==> config.mk <==
export PLATFORM = sky130hd
export DESIGN_NAME = control_unit
export DESIGN_NICKNAME = d
export VERILOG_FILES = /design/src/rtl/cu_pkg.sv /design/src/rtl/cu_decoder.sv /design/src/rtl/control_unit.sv
export SDC_FILE = /design/constraint.sdc
export NUM_CORES = 1
export LEC_CHECK = 0
export CAP_MARGIN = 30
export CORE_UTILIZATION = 49
export CTS_BUF_LIST = sky130_fd_sc_hd__clkbuf_4 sky130_fd_sc_hd__clkbuf_8 sky130_fd_sc_hd__clkbuf_16
export DETAILED_ROUTE_END_ITERATION = 10
export HOLD_SLACK_MARGIN = 0.02
export PLACE_DENSITY_LB_ADDON = 0.15
export SLEW_MARGIN = 10
export SYNTH_ARGS = -nofsm -noshare
export SYNTH_HDL_FRONTEND = slang
export SYNTH_SLANG_ARGS = --single-unit
==> constraint.sdc <==
create_clock -name cu_clk -period 3.2 [get_ports cu_clk]
set_input_delay 0.32 -clock cu_clk [delete_from_list [all_inputs] [get_ports cu_clk]]
set_output_delay 0.32 -clock cu_clk [all_outputs]
set_load 0.02 [all_outputs]
==> src/rtl/cu_pkg.sv <==
`default_nettype none
// ============================================================================
// Module   : cu_pkg
// Brief    : Shared opcodes, ALU op encoding, instruction classes and FSM
//            states for the 8-bit processor control unit.
// Revision : 1.0 - initial release
// ============================================================================
package cu_pkg;

  localparam logic [3:0] c_OP_NOP = 4'h0;
  localparam logic [3:0] c_OP_LDA = 4'h1;
  localparam logic [3:0] c_OP_LDB = 4'h2;
  localparam logic [3:0] c_OP_ADD = 4'h3;
  localparam logic [3:0] c_OP_SUB = 4'h4;
  localparam logic [3:0] c_OP_AND = 4'h5;
  localparam logic [3:0] c_OP_OR  = 4'h6;
  localparam logic [3:0] c_OP_OUT = 4'h7;
  localparam logic [3:0] c_OP_JMP = 4'h8;
  localparam logic [3:0] c_OP_HLT = 4'hF;

  // 2-bit ALU operation encoding, shared with the ALU
  typedef enum logic [1:0] {
    ALU_ADD = 2'b00,
    ALU_SUB = 2'b01,
    ALU_AND = 2'b10,
    ALU_OR  = 2'b11
  } alu_op_t;

  typedef enum logic [2:0] {
    CLS_NOP  = 3'd0,
    CLS_LOAD = 3'd1,
    CLS_JMP  = 3'd2,
    CLS_ALU  = 3'd3,
    CLS_OUT  = 3'd4,
    CLS_HLT  = 3'd5
  } instr_class_t;

  typedef enum logic [2:0] {
    ST_FETCH     = 3'd0,
    ST_DECODE    = 3'd1,
    ST_IMM       = 3'd2,
    ST_EXEC_READ = 3'd3,
    ST_EXEC_WAIT = 3'd4,
    ST_OUT_READ  = 3'd5,
    ST_OUT_DONE  = 3'd6,
    ST_HALT      = 3'd7
  } state_t;

endpackage : cu_pkg
`default_nettype wire

==> src/rtl/cu_decoder.sv <==
`default_nettype none
// ============================================================================
// Module   : cu_decoder
// Brief    : Combinational opcode decoder: instruction class, two-byte flag,
//            load destination and ALU operation.
// Revision : 1.0 - initial release
// ============================================================================
module cu_decoder
  import cu_pkg::*;
(
  input  logic [3:0]   i_opcode,
  output instr_class_t o_class,
  output logic         o_two_byte,
  output logic         o_load_sel,
  output alu_op_t      o_alu_op
);

  always_comb begin
    o_class    = CLS_NOP;
    o_two_byte = 1'b0;
    o_load_sel = 1'b0;
    o_alu_op   = ALU_ADD;
    case (i_opcode)
      c_OP_LDA: begin
        o_class    = CLS_LOAD;
        o_two_byte = 1'b1;
      end
      c_OP_LDB: begin
        o_class    = CLS_LOAD;
        o_two_byte = 1'b1;
        o_load_sel = 1'b1;
      end
      c_OP_ADD: o_class = CLS_ALU;
      c_OP_SUB: begin
        o_class  = CLS_ALU;
        o_alu_op = ALU_SUB;
      end
      c_OP_AND: begin
        o_class  = CLS_ALU;
        o_alu_op = ALU_AND;
      end
      c_OP_OR: begin
        o_class  = CLS_ALU;
        o_alu_op = ALU_OR;
      end
      c_OP_OUT: o_class = CLS_OUT;
      c_OP_JMP: begin
        o_class    = CLS_JMP;
        o_two_byte = 1'b1;
      end
      c_OP_HLT: o_class = CLS_HLT;
      default:  o_class = CLS_NOP;
    endcase
  end

endmodule : cu_decoder
`default_nettype wire

==> src/rtl/control_unit.sv <==
`default_nettype none
// ============================================================================
// Module   : control_unit
// Brief    : Instruction sequencer: fetches, decodes and drives register bank
//            strobes and the ALU opcode for the 8-bit processor.
// Revision : 1.0 - initial release
// ============================================================================
module control_unit
  import cu_pkg::*;
#(
  parameter logic [7:0] PC_RESET = 8'h00
) (
  input  logic       cu_clk,
  input  logic       cu_rst,
  input  logic       cu_run,
  output logic [7:0] cu_pc,
  input  logic [7:0] cu_instr_in,
  output logic [7:0] cu_data_out,
  output logic       cu_reg_selector,
  output logic       cu_reg_write_enable,
  output logic       cu_reg_read_enable,
  output logic [1:0] cu_alu_op,
  output logic       cu_out_valid,
  output logic       cu_halted
);

  state_t       r_state;
  state_t       w_state_next;
  logic [7:0]   r_pc;
  logic [7:0]   w_pc_next;
  // Only the opcode nibble of the instruction register carries meaning
  logic [3:0]   r_opcode;
  logic [3:0]   w_opcode_next;
  alu_op_t      r_alu_op;
  alu_op_t      w_alu_op_next;

  instr_class_t w_class;
  logic         w_two_byte;
  logic         w_load_sel;
  alu_op_t      w_dec_alu_op;

  logic [7:0]   w_data_out;
  logic         w_selector;
  logic         w_write_en;
  logic         w_read_en;
  logic         w_out_valid;
  logic         w_halted;

  cu_decoder u_decoder (
    .i_opcode   (r_opcode),
    .o_class    (w_class),
    .o_two_byte (w_two_byte),
    .o_load_sel (w_load_sel),
    .o_alu_op   (w_dec_alu_op)
  );

  always_ff @(posedge cu_clk) begin
    if (cu_rst) begin
      r_state  <= ST_FETCH;
      r_pc     <= PC_RESET;
      r_opcode <= 4'h0;
      r_alu_op <= ALU_ADD;
    end else begin
      r_state  <= w_state_next;
      r_pc     <= w_pc_next;
      r_opcode <= w_opcode_next;
      r_alu_op <= w_alu_op_next;
    end
  end

  always_comb begin
    w_state_next  = r_state;
    w_pc_next     = r_pc;
    w_opcode_next = r_opcode;
    w_alu_op_next = r_alu_op;
    w_data_out    = 8'h00;
    w_selector    = 1'b0;
    w_write_en    = 1'b0;
    w_read_en     = 1'b0;
    w_out_valid   = 1'b0;
    w_halted      = 1'b0;
    case (r_state)
      ST_FETCH: begin
        if (cu_run) begin
          w_opcode_next = cu_instr_in[7:4];
          w_pc_next     = r_pc + 8'd1;
          w_state_next  = ST_DECODE;
        end
      end
      ST_DECODE: begin
        case (w_class)
          CLS_ALU: begin
            w_alu_op_next = w_dec_alu_op;
            w_state_next  = ST_EXEC_READ;
          end
          CLS_OUT: w_state_next = ST_OUT_READ;
          CLS_HLT: w_state_next = ST_HALT;
          default: w_state_next = w_two_byte ? ST_IMM : ST_FETCH;
        endcase
      end
      ST_IMM: begin
        // JMP takes the immediate as the new pc; loads consume it as data
        if (w_class == CLS_JMP) begin
          w_pc_next = cu_instr_in;
        end else begin
          w_pc_next  = r_pc + 8'd1;
          w_data_out = cu_instr_in;
          w_write_en = 1'b1;
          w_selector = w_load_sel;
        end
        w_state_next = ST_FETCH;
      end
      ST_EXEC_READ: begin
        w_read_en    = 1'b1;
        w_state_next = ST_EXEC_WAIT;
      end
      ST_EXEC_WAIT: w_state_next = ST_FETCH;
      ST_OUT_READ: begin
        w_read_en    = 1'b1;
        w_selector   = 1'b1;
        w_state_next = ST_OUT_DONE;
      end
      ST_OUT_DONE: begin
        w_out_valid  = 1'b1;
        w_state_next = ST_FETCH;
      end
      ST_HALT: w_halted = 1'b1;
      default: w_state_next = ST_FETCH;
    endcase
  end

  assign cu_pc               = r_pc;
  assign cu_data_out         = w_data_out;
  assign cu_reg_selector     = w_selector;
  assign cu_reg_write_enable = w_write_en;
  assign cu_reg_read_enable  = w_read_en;
  assign cu_alu_op           = r_alu_op;
  assign cu_out_valid        = w_out_valid;
  assign cu_halted           = w_halted;

endmodule : control_unit
`default_nettype wire

==> results.toml, run 1 <==
[cts]
clock_latency_ns = 0.28
cts_root_buffer = "clkbuf_4"
clk_pin_slew_ns = 0.10
cts_buffer_depth = 2
h-tree-depth = 1
cts_tree = "done"
cts_buffers = 3
cts_hold_buf = 0
cts.sinks = 17

[floorplan]
core.rowCount = 16
dieArea_mm2 = 0.00237
die_w_um = 48.7
ios = 34
core_area_mm2 = 0.00200
die_h_um = 48.7
start_util_pct = 53.4

[sta]
max_freq_mhz = 344
tightestPinTransition_ns = 0.623
finalMaxSlewViolations = 0
fin_crit_ns = 2.90
hold_viol_final = 0
whs_ns = 0.505
tns_ns = 0
setup_viol = 0
finalCritPeriodShare_pct = 90.8
setup_slack_ns = 0.296
maxSlewHeadroom_pct = 58.3
fin_skew_ns = 0.00362
rsz0062_at_grt = "false"

[grt]
top_usage_layer = "met2"
met1_usage_pct = 30.8
grt_max_degree = 18
grt_antenna_before_repair = 0
groute.layer.met3.usage_pct = 4.09
grt-ovfl-total = 0
grtUsageMet2_pct = 32.4
grt_pass1_wl_um = 3980
grt_pass1_vias = 889
grt_use_total_pct = 21.4

[yosys]
yosysWarnings = 0
synth_top_area_share_pct = 31.9
ys_top_cells_by_count = "dfxtp_1, nor2_1, and2_1, nand2_1, mux2i_1"
ys.flop_type = "dfxtp_1"
yosys.cell_count.top_type = "dfxtp_1"
ys_seq_area_share_pct = 31.9
synth.area.top_cells = "dfxtp_1, and2_1, mux2i_1, nor2_1, a211oi_1"
syn_inst = 130
synth_top_cell_by_area = "dfxtp_1"
avgSynthCellArea_um2 = 8.22
synth_edf_count = 0
synth_cell_types = 42
async_flop_share_pct = 0
ys_seq_elements = 17
syn_area_mm2 = 0.00107
syn_nets = 142

[run]
max-cap-violations = 0

[detailed_routing]
ant_nets = 0
drc = 0
firstDrtPassIters = 4
drt-total-wl_um = 2410
vias = 1023
drtIter0Drc = 16
vias_per_cell = 5.53
wl_per_cell_um = 13.0

[power]
vdd_drop_max_mv = 0.267
p_total_mw = 0.461
p_leak_nw = 0.514
power_density_mw_per_mm2 = 325

[setup_path]
path_class = "reg2out"
arrival_ns = 2.58
worst_setup_path_end_kind = "primary output"
setup.worst_path.start_class = "register"
worst_r2r_path_depth = 4
cp_max_fo = 13
required_ns = 2.88

[finish]
drive_above_1_share_pct = 7.59
area_growth_pct = 32.8
nNetsFinal = 171
fin_util_pct = 70.9
n_antenna_cell = 0

[min_path]
hp-class = "reg2reg"
min_path_cells = 2

[status]
status = "finished clean"

[place]
dp_hpwl_um = 1740
place_congestion = 0.815
numPortBuffers = 33
dpl_worst_slack_ns = 0.530
-- metrics by stage --
step / instance area [um2] / std cells
2_1_floorplan: 1070 / 130
3_3_place_gp: 1390 / 181
3_5_place_dp: 1390 / 181
4_1_cts: 1420 / 185
5_1_grt: 1420 / 185
6_report: 1420 / 185
-- layer usage --
metal	share of wire, %	vias to the layer above
met1	48	469
met2	45	31
li1	-	521
met3	5.9	2
met5	0	-
met4	0.54	0
-- registers in the layout, summed over array words and instances, names as in the netlist --
signal     flops
cu_pc          8
cu_alu_op      2
r_opcode       4
r_state        3
-- cells by family (layout without fill, tap and decap cells) --
logic type | Yosys count | after routing | synth area share [%]
fa+ha+maj | 2 | 2 | 2.11
xor+xnor | 5 | 5 | 4.10
buf+inv | 13 | 41 | 5.74
mux | 6 | 6 | 5.62
compound gates | 24 | 24 | 14.5
flops | 17 | 17 | 31.9
simple gates | 63 | 63 | 36.1
-- placed cells by master, fill, tap and decap left out, types with 2 or more instances in the layout --
master           netlist  routed
nand4_1                2       2
a31oi_1                2       2
nor2_1                15      15
nor4b_2                2       2
mux2i_1                6       6
and4bb_2               2       2
or3_1                  3       3
o21ai_1                2       2
nand2_1                9       9
clkbuf_4               0       4
a211oi_1               5       5
clkdlybuf4s50_1        0      33
and2_1                10      10
o21ai_0                4       4
a21oi_1                4       4
nor3_1                 4       4
inv_1                  4       4
dfxtp_1               17      17
nand3_1                5       5
nor3b_1                2       2
xnor2_1                4       4
-- worst max-delay path, cell delays in order, from the launching register on --
cell             delay (ns)
dfxtp_1                0.63
nor3b_1                0.45
nor2b_2                0.43
and2_1                 0.18
clkdlybuf4s50_1        0.60
-- worst paths after layout --
check,slack [ns],end,start
worst min-delay path,0.50,cu_pc[5],cu_pc[5]
worst max-delay path,0.30,cu_data_out[2],r_state[1]
worst min register to register,0.50,cu_pc[5],cu_pc[5]
worst max register to register,1.22,cu_pc[5],r_state[1]
-- power breakdown --
group | internal, mW | switching (mW) | leakage, nW
registers | 0.222 | 0.0190 | 0.139
logic | 0.0517 | 0.0455 | 0.357
clock network | 0.0568 | 0.0662 | 0.0184
-- cell type report --
type / instances / area, um2
fillers: 168 / 583
well taps: 27 / 33.8
flip-flops and latches: 17 / 340
inverters: 4 / 15.0
repair buffers: 33 / 330
multi-input cells: 100 / 669
clock buffers: 4 / 30.0
-- what timing repair did --
item                                    CTS  global route
buffers inserted                          0             0
gates resized for setup                   0             1
endpoints found under the setup margin    0             8
endpoints found under the hold margin     0             0
Power figures use the tool's default switching activity.
==> inputs of run 2 (changes only) <==
Settings changed: GPL_ROUTABILITY_DRIVEN set to 0.
==> results of run 2 <==
No change in the layout: final DEF, timing and power equal those of run 1.
==> inputs of run 3 (changes only) <==
Settings changed: CAP_MARGIN 30 to unset.
==> results of run 3 <==
No change in the layout: final DEF, timing and power equal those of run 1.
